File: src/rtl/mtl_pkg.sv
// Shared timing defaults and pixel/counter types for the MTL 800x480 panel path.
package mtl_pkg;

    localparam int DEF_H_ACTIVE = 800;
    localparam int DEF_H_FP     = 210;
    localparam int DEF_H_SYNC   = 30;
    localparam int DEF_H_BP     = 16;
    localparam int DEF_H_TOTAL  = DEF_H_ACTIVE + DEF_H_FP + DEF_H_SYNC + DEF_H_BP;

    localparam int DEF_V_ACTIVE = 480;
    localparam int DEF_V_FP     = 22;
    localparam int DEF_V_SYNC   = 13;
    localparam int DEF_V_BP     = 10;
    localparam int DEF_V_TOTAL  = DEF_V_ACTIVE + DEF_V_FP + DEF_V_SYNC + DEF_V_BP;

    typedef logic [10:0] xcnt_t;
    typedef logic [9:0]  ycnt_t;

    typedef struct packed {
        logic [7:0] r;
        logic [7:0] g;
        logic [7:0] b;
    } rgb_t;

endpackage

File: src/rtl/mtl_display_ctrl_pipe_delay.sv
// Generic WIDTH x DEPTH shift register with synchronous active-low clear.
module pipe_delay #(
    parameter int WIDTH = 1,
    parameter int DEPTH = 1
) (
    input  logic             clk,
    input  logic             reset,
    input  logic [WIDTH-1:0] d,
    output logic [WIDTH-1:0] q
);

    if (DEPTH == 0) begin : g_wire
        logic unused_ctrl;
        assign unused_ctrl = clk & reset;
        assign q = d;
    end else begin : g_shift
        logic [WIDTH-1:0] stage_p [DEPTH];

        always_ff @(posedge clk) begin
            if (!reset) begin
                for (int i = 0; i < DEPTH; i++) stage_p[i] <= '0;
            end else begin
                stage_p[0] <= d;
                for (int i = 1; i < DEPTH; i++) stage_p[i] <= stage_p[i-1];
            end
        end

        assign q = stage_p[DEPTH-1];
    end

endmodule

File: src/rtl/mtl_display_ctrl.sv
// Raster counter generator and LCD pin register wrapped around a PIPE_LAT-deep renderer.
module mtl_display_ctrl
    import mtl_pkg::*;
#(
    parameter int H_ACTIVE = DEF_H_ACTIVE,
    parameter int H_FP     = DEF_H_FP,
    parameter int H_SYNC   = DEF_H_SYNC,
    parameter int H_BP     = DEF_H_BP,
    parameter int V_ACTIVE = DEF_V_ACTIVE,
    parameter int V_FP     = DEF_V_FP,
    parameter int V_SYNC   = DEF_V_SYNC,
    parameter int V_BP     = DEF_V_BP,
    parameter int PIPE_LAT = 2
) (
    input  logic        clk,
    input  logic        reset,
    input  logic [7:0]  rgb_in_r,
    input  logic [7:0]  rgb_in_g,
    input  logic [7:0]  rgb_in_b,
    output logic [10:0] x_cnt,
    output logic [9:0]  y_cnt,
    output logic        frame_start,
    output logic [7:0]  frame_cnt,
    output logic [7:0]  lcd_r,
    output logic [7:0]  lcd_g,
    output logic [7:0]  lcd_b,
    output logic        lcd_hsync_n,
    output logic        lcd_vsync_n,
    output logic        lcd_de
);

    localparam int H_TOTAL = H_ACTIVE + H_FP + H_SYNC + H_BP;
    localparam int V_TOTAL = V_ACTIVE + V_FP + V_SYNC + V_BP;

    if (H_TOTAL >= 2048) begin : g_bad_h_total
        $error("mtl_display_ctrl: H_TOTAL must be below 2048");
    end
    if (V_TOTAL >= 1024) begin : g_bad_v_total
        $error("mtl_display_ctrl: V_TOTAL must be below 1024");
    end
    if (PIPE_LAT < 0 || PIPE_LAT > 7) begin : g_bad_pipe_lat
        $error("mtl_display_ctrl: PIPE_LAT must be in 0..7");
    end

    localparam xcnt_t X_LAST     = xcnt_t'(H_TOTAL - 1);
    localparam xcnt_t X_ACT_END  = xcnt_t'(H_ACTIVE);
    localparam xcnt_t X_HS_START = xcnt_t'(H_ACTIVE + H_FP);
    localparam xcnt_t X_HS_END   = xcnt_t'(H_ACTIVE + H_FP + H_SYNC);
    localparam ycnt_t Y_LAST     = ycnt_t'(V_TOTAL - 1);
    localparam ycnt_t Y_ACT_END  = ycnt_t'(V_ACTIVE);
    localparam ycnt_t Y_VS_START = ycnt_t'(V_ACTIVE + V_FP);
    localparam ycnt_t Y_VS_END   = ycnt_t'(V_ACTIVE + V_FP + V_SYNC);

    xcnt_t      x_p0;
    ycnt_t      y_p0;
    logic [7:0] frame_p0;

    // Stage p0: raster counters; y advances only on the x wrap
    always_ff @(posedge clk) begin
        if (!reset) begin
            x_p0     <= '0;
            y_p0     <= '0;
            frame_p0 <= '0;
        end else if (x_p0 == X_LAST) begin
            x_p0 <= '0;
            if (y_p0 == Y_LAST) begin
                y_p0     <= '0;
                frame_p0 <= frame_p0 + 8'd1;
            end else begin
                y_p0 <= y_p0 + ycnt_t'(1);
            end
        end else begin
            x_p0 <= x_p0 + xcnt_t'(1);
        end
    end

    assign x_cnt       = x_p0;
    assign y_cnt       = y_p0;
    assign frame_cnt   = frame_p0;
    assign frame_start = (x_p0 == '0) && (y_p0 == '0);

    logic       de_raw_p0;
    logic       hs_raw_p0;
    logic       vs_raw_p0;
    logic [2:0] timing_p0;
    logic [2:0] timing_pd;

    assign de_raw_p0 = (x_p0 < X_ACT_END) && (y_p0 < Y_ACT_END);
    assign hs_raw_p0 = (x_p0 >= X_HS_START) && (x_p0 < X_HS_END);
    assign vs_raw_p0 = (y_p0 >= Y_VS_START) && (y_p0 < Y_VS_END);
    assign timing_p0 = {de_raw_p0, hs_raw_p0, vs_raw_p0};

    // Stages p1..pN: align DE/sync with the renderer's RGB latency
    pipe_delay #(
        .WIDTH (3),
        .DEPTH (PIPE_LAT)
    ) u_timing_delay (
        .clk   (clk),
        .reset (reset),
        .d     (timing_p0),
        .q     (timing_pd)
    );

    logic de_pd;
    logic hs_pd;
    logic vs_pd;
    rgb_t rgb_in;
    rgb_t rgb_out;

    assign {de_pd, hs_pd, vs_pd} = timing_pd;
    assign rgb_in = {rgb_in_r, rgb_in_g, rgb_in_b};

    // Output stage: pin register, RGB blanked wherever DE is low
    always_ff @(posedge clk) begin
        if (!reset) begin
            lcd_de      <= 1'b0;
            lcd_hsync_n <= 1'b1;
            lcd_vsync_n <= 1'b1;
            rgb_out     <= '0;
        end else begin
            lcd_de      <= de_pd;
            lcd_hsync_n <= ~hs_pd;
            lcd_vsync_n <= ~vs_pd;
            rgb_out     <= de_pd ? rgb_in : '0;
        end
    end

    assign lcd_r = rgb_out.r;
    assign lcd_g = rgb_out.g;
    assign lcd_b = rgb_out.b;

endmodule

File: config.mk
export PLATFORM = sky130hd
export DESIGN_NAME = mtl_display_ctrl
export DESIGN_NICKNAME = d
export VERILOG_FILES = /design/src/rtl/mtl_pkg.sv /design/src/rtl/mtl_display_ctrl_pipe_delay.sv /design/src/rtl/mtl_display_ctrl.sv
export SDC_FILE = /design/constraint.sdc
export NUM_CORES = 1
export LEC_CHECK = 0
export BUFFER_PORTS_ARGS = -buffer_cell sky130_fd_sc_hd__buf_2
export CAP_MARGIN = 20
export CORE_ASPECT_RATIO = 0.5
export CORE_MARGIN = 2
export CORE_UTILIZATION = 50
export CTS_BUF_LIST = sky130_fd_sc_hd__clkbuf_4 sky130_fd_sc_hd__clkbuf_8
export CTS_CLUSTER_DIAMETER = 40
export CTS_CLUSTER_SIZE = 24
export DETAILED_ROUTE_END_ITERATION = 7
export PLACE_DENSITY = 0.77
export RECOVER_POWER = 25
export REMOVE_ABC_BUFFERS = 1
export SYNTH_ARGS = -nofsm -noshare
export SYNTH_HDL_FRONTEND = slang
export SYNTH_SLANG_ARGS = --single-unit
File: constraint.sdc
create_clock -name clk -period 3.35 [get_ports clk]
set_clock_uncertainty 0.05 [all_clocks]
set_input_delay 0.1675 -clock clk [delete_from_list [all_inputs] [get_ports clk]]
set_output_delay 0.1675 -clock clk [all_outputs]
set_load 0.02 [all_outputs]
## Word level (Yosys, flattened, before mapping)

Memories as Yosys holds them, arrays and structs flattened.
Cells that the tools add are included.

- Flip-flop bits (word level): 56
- Memory bits (writable): 6
- Word-level logic and storage cells: 40
- Input bits: 26
- Memory bits (read-only): 0
- Memories kept: 1
- Latch bits: 0
- Output and inout port bits: 57

Memory list:

| name | depth | bits a word | read ports | clocked after memory_dff | write ports | RTL line | source |
|---|---|---|---|---|---|---|---|
| u_timing_delay.g_shift.stage_p | 2 | 3 | 2 | 0 | 2 | mtl_display_ctrl_pipe_delay.sv:17 | `logic [WIDTH-1:0] stage_p [DEPTH];` |

- Shifts and indexed selects: 0
- Equality and inequality tests: 2
- Multiplexer cells: 5
- $add $sub $neg: 3
- Multiply operators: 0
- Reductions and logical operators: 9
- Order comparisons: 6
- Div/mod/pow operators: 0
- Bitwise operators: 5

Operators by type and width:

| cell | count |
|---|---|
| $add A11 B1 Y11 const B | 1 |
| $eq A11 B11 Y1 const B | 1 |
| $ge A11 B10 Y1 const B | 1 |
| $logic_not A11 Y1 | 1 |
| $lt A11 B10 Y1 const B | 1 |
| $lt A11 B11 Y1 const B | 1 |
| $add A10 B1 Y10 const B | 1 |
| $eq A10 B10 Y1 const B | 1 |
| $ge A10 B9 Y1 const B | 1 |
| $logic_not A10 Y1 | 1 |
| $lt A10 B10 Y1 const B | 1 |
| $lt A10 B9 Y1 const B | 1 |
| $mux W10 | 1 |
| $add A8 B1 Y8 const B | 1 |
| $mux W3 | 2 |
| $logic_and A1 B1 Y1 | 4 |
| $reduce_and A2 Y1 | 2 |
| $not A1 Y1 | 3 |
| $mux W1 | 2 |
| $or A1 B1 Y1 | 2 |
| $reduce_or A2 Y1 | 1 |

## Longest topological paths before layout

- Word-level depth: 3
- Depth in mapped cells: 6
- Depth with buffers taken out: 6

## By module

Synthesis repeated with hierarchy kept, for this count alone.

- Cell total of the unflattened synthesis: 255
- Area, all modules: 2408.6 um2

By module, submodules not included:

| module | cells each | area each (um2) | instances | sequential area each (um2) |
|---|---|---|---|---|
| mtl_display_ctrl | 240 | 2228.4 | 1 | 1121.1 |
| pipe_delay | 15 | 180.2 | 1 | 120.1 |

## Least setup slack after synthesis

No wires, ideal clock.

- Kind: register to register
- Start: register x_p0[1] (netlist: x_cnt[1])
- End: register frame_p0[4] (netlist: frame_cnt[4])
- Stages on the path, launching flop included: 6
- Setup time: 0.070 ns
- Data required time: 3.230 ns
- Clock period less this slack: 1.950 ns
- Setup slack: 1.400 ns
- Data arrival time: 1.831 ns
- Path buffers: 0
- Cell sequence: dfxtp_1 ha_1 and4_1 nand3_1 or4_1 a21oi_1

- Longest elaborated chain between the ends: 2

RTL lines:

| item | RTL line | source |
|---|---|---|
| start, declared | mtl_display_ctrl.sv:54 | `xcnt_t x_p0;` |
| start signal, assigned | mtl_display_ctrl.sv:73 | `x_p0 <= x_p0 + xcnt_t'(1);` |
| $eq A11 B11 Y1 | mtl_display_ctrl.sv:64 | `end else if (x_p0 == X_LAST) begin` |
| $reduce_and A2 Y1 (no line) | n/a |  |
| end signal, assigned | mtl_display_ctrl.sv:68 | `frame_p0 <= frame_p0 + 8'd1;` |
| end, declared | mtl_display_ctrl.sv:56 | `logic [7:0] frame_p0;` |

Every way passes these cells.
A chain may end at the register's enable or synchronous reset.

## Worst setup path after layout

- Start: register x_p0[1] (netlist: x_cnt[1])
- End: register frame_p0[3] (netlist: frame_cnt[3])

Same word-level chain as after synthesis.

==> results_dict.tcl <==
set metrics [dict create \
    r2r_start "x_cnt[1]$_SDFF_PP0_" \
    rsz0062_at_grt "false" \
    cp_slowest_stage_delay_ps 660 \
    setup_ws_ps 995 \
    globalRouteOverflowTotal 0 \
    ioPinCount 83 \
    hold_start "rgb_in_r[7]" \
    instances_no_fill 401 \
    cts_num_sinks 62 \
    final_common_cell "dfxtp_1" \
    tightest_slew_ps 1380 \
    synth_edf_count 0 \
    dpl-instance-area_um2 2840 \
    cts_buffers 9 \
    path_clk_slew_ps 70 \
    drtAntennaViolNets 0 \
    crit_required_ps 3550 \
    post-place-ws_ps 1040 \
    synth-seq-cells 62 \
    synth_top_flop_cell "dfxtp_1" \
    drive_gt1_frac 0.245 \
    clockRootBuffer "clkbuf_8" \
    seq_area_frac_synth 0.515 \
    period_needed_ps 2350 \
    fp.dieArea_um2 5420 \
    setup_viol 0 \
    cts_tree "built" \
    drt_iter0_drc 130 \
    grt_max_degree 42 \
    core_area_um2 4510 \
    rows 17 \
    finalCritPeriodShare 0.703 \
    first_pass_iters 4 \
    drv_slew 0 \
    finalPower_w 0.00143 \
    dieWidth_um 102 \
    relSlewSlack 0.0829 \
    hold_class "in -> reg" \
    grt_util_all_layers 0.203 \
    wl_um 5440 \
    fin_tns_setup_ps 0 \
    critical_path.top_delay_family "simple AND/OR/NAND/NOR gates" \
    dp.final_hpwl_um 3890 \
    antenna_found_initial 0 \
    fmax_mhz 425 \
    drc 0 \
    cts-resized-gates 0 \
    grt_pass1_wl_um 8360 \
    finalNetCount 361 \
    gp_congestion 0.785 \
    num_vias 2123 \
    ctsHoldBuffers 0 \
    hold_violations 0 \
    power_density_nw_per_um2 477 \
    syn_area_per_cell_um2 9.72 \
    outcome "completed" \
    syn_area_um2 2410 \
    crit_slowest_cell "or4_1" \
    port_buffers 82 \
    crit_fanout 18 \
    cts_setup_buffers 0 \
    wl_per_cell_um 13.6 \
    peakVddDrop_mv 0.205 \
    dp_cells 385 \
    synthArstFlopShare 0 \
    die_h_um 53.1 \
    area_delta_synth_final_pct 24.6 \
    cp_cell_sequence "ha_1 -> and4_1 -> nand3_1 -> or4_1 -> a21oi_1" \
    worst_setup_path_start_kind "flip-flop" \
    final_cell_area_um2 3000 \
    viasPerCell 5.29 \
    start_util 0.534 \
    clock_path_buffers 2 \
    grt_pass1_vias 1797 \
    cp-startpoint "x_cnt[1]$_SDFF_PP0_" \
    yosys_warnings 0 \
    clock_latency_ps 320 \
    worstSetupEndpointType "flip-flop" \
    cap_violations 0 \
    cp_num_buf_inv 0 \
    mostFrequentLayoutCells "62 x dfxtp_1, 57 x buf_2, 26 x and3_1, 25 x clkbuf_1, 17 x nor2_1" \
    cts_max_level 3 \
    power.leakage_nw 1.30 \
    arrival_ps 2550 \
    antenna_cells 0 \
    path_class "reg -> reg" \
    ys_types 40 \
    synthCells 248 \
]
-- cell families after synthesis --
group                    Yosys count  synth area share
multiplexers                       3            0.0125
AND/OR/NAND/NOR                  116             0.285
flip-flops                        62             0.515
AO/OA/AOI/OAI                     32            0.0831
buffers and inverters             18            0.0353
XOR/XNOR                          12            0.0436
adder cells (fa/ha/maj)            5            0.0260
-- layout make-up --
class | instances | area, um^2
flip-flops and latches | 62 | 1240
well taps | 66 | 82.6
repair buffers | 82 | 379
multi-input cells | 168 | 1080
clock buffers | 13 | 173
clock inverters | 3 | 17.5
inverters | 7 | 26.3
fillers | 387 | 1510
-- final timing paths --
kind                               endpoint  slack, ps  cells past startpoint
setup / recovery  frame_cnt[3]$_SDFFE_PN0P_       1000                      5
hold reg to reg      lcd_vsync_n$_SDFF_PN1_        310                      1
hold / removal          lcd_r[7]$_SDFF_PN0_         30                      2
setup reg to reg  frame_cnt[3]$_SDFFE_PN0P_       1000                      5
-- report_power, final --
group,switching [W],internal (W)
Clock,0.000264,0.000335
Combinational,0.0000442,0.0000280
Sequential,0.0000107,0.000750
Total,0.000319,0.00111
-- Yosys cell counts, drive strengths merged, types with 8 or more instances --
| master | n | share of area |
|---|---|---|
| nand3 | 10 | 0.021 |
| nand2 | 12 | 0.019 |
| or4 | 8 | 0.025 |
| xnor2 | 8 | 0.029 |
| and3 | 26 | 0.067 |
| a21oi | 13 | 0.027 |
| nor2 | 17 | 0.026 |
| nand4 | 9 | 0.023 |
| dfxtp | 62 | 0.52 |
-- per-stage QoR --
stage	hold slack [ps]	utilization
2_1_floorplan	186	-
3_3_place_gp	296	0.631
3_5_place_dp	301	0.631
4_1_cts	16.8	0.673
5_1_grt	14.3	0.666
6_report	27.6	0.666
-- routing by layer --
layer  global-route usage  routed length (um)  up-vias
met1                0.245                2510      972
met4               0.0778                  57        0
met2                0.338                2420       81
li1                     -                   -     1063
met5                    0                   0        -
met3               0.0727                 455        7
-- flip-flops by register name, indices dropped and copies added, names as in the netlist --
register and flops:
x_cnt 11, y_cnt 10, frame_cnt 8, lcd_b 8, lcd_g 8, lcd_r 8, u_timing_delay.g_shift.stage_p 6, lcd_de 1
lcd_hsync_n 1, lcd_vsync_n 1
Note: power is estimated with default switching activity, not from simulation.
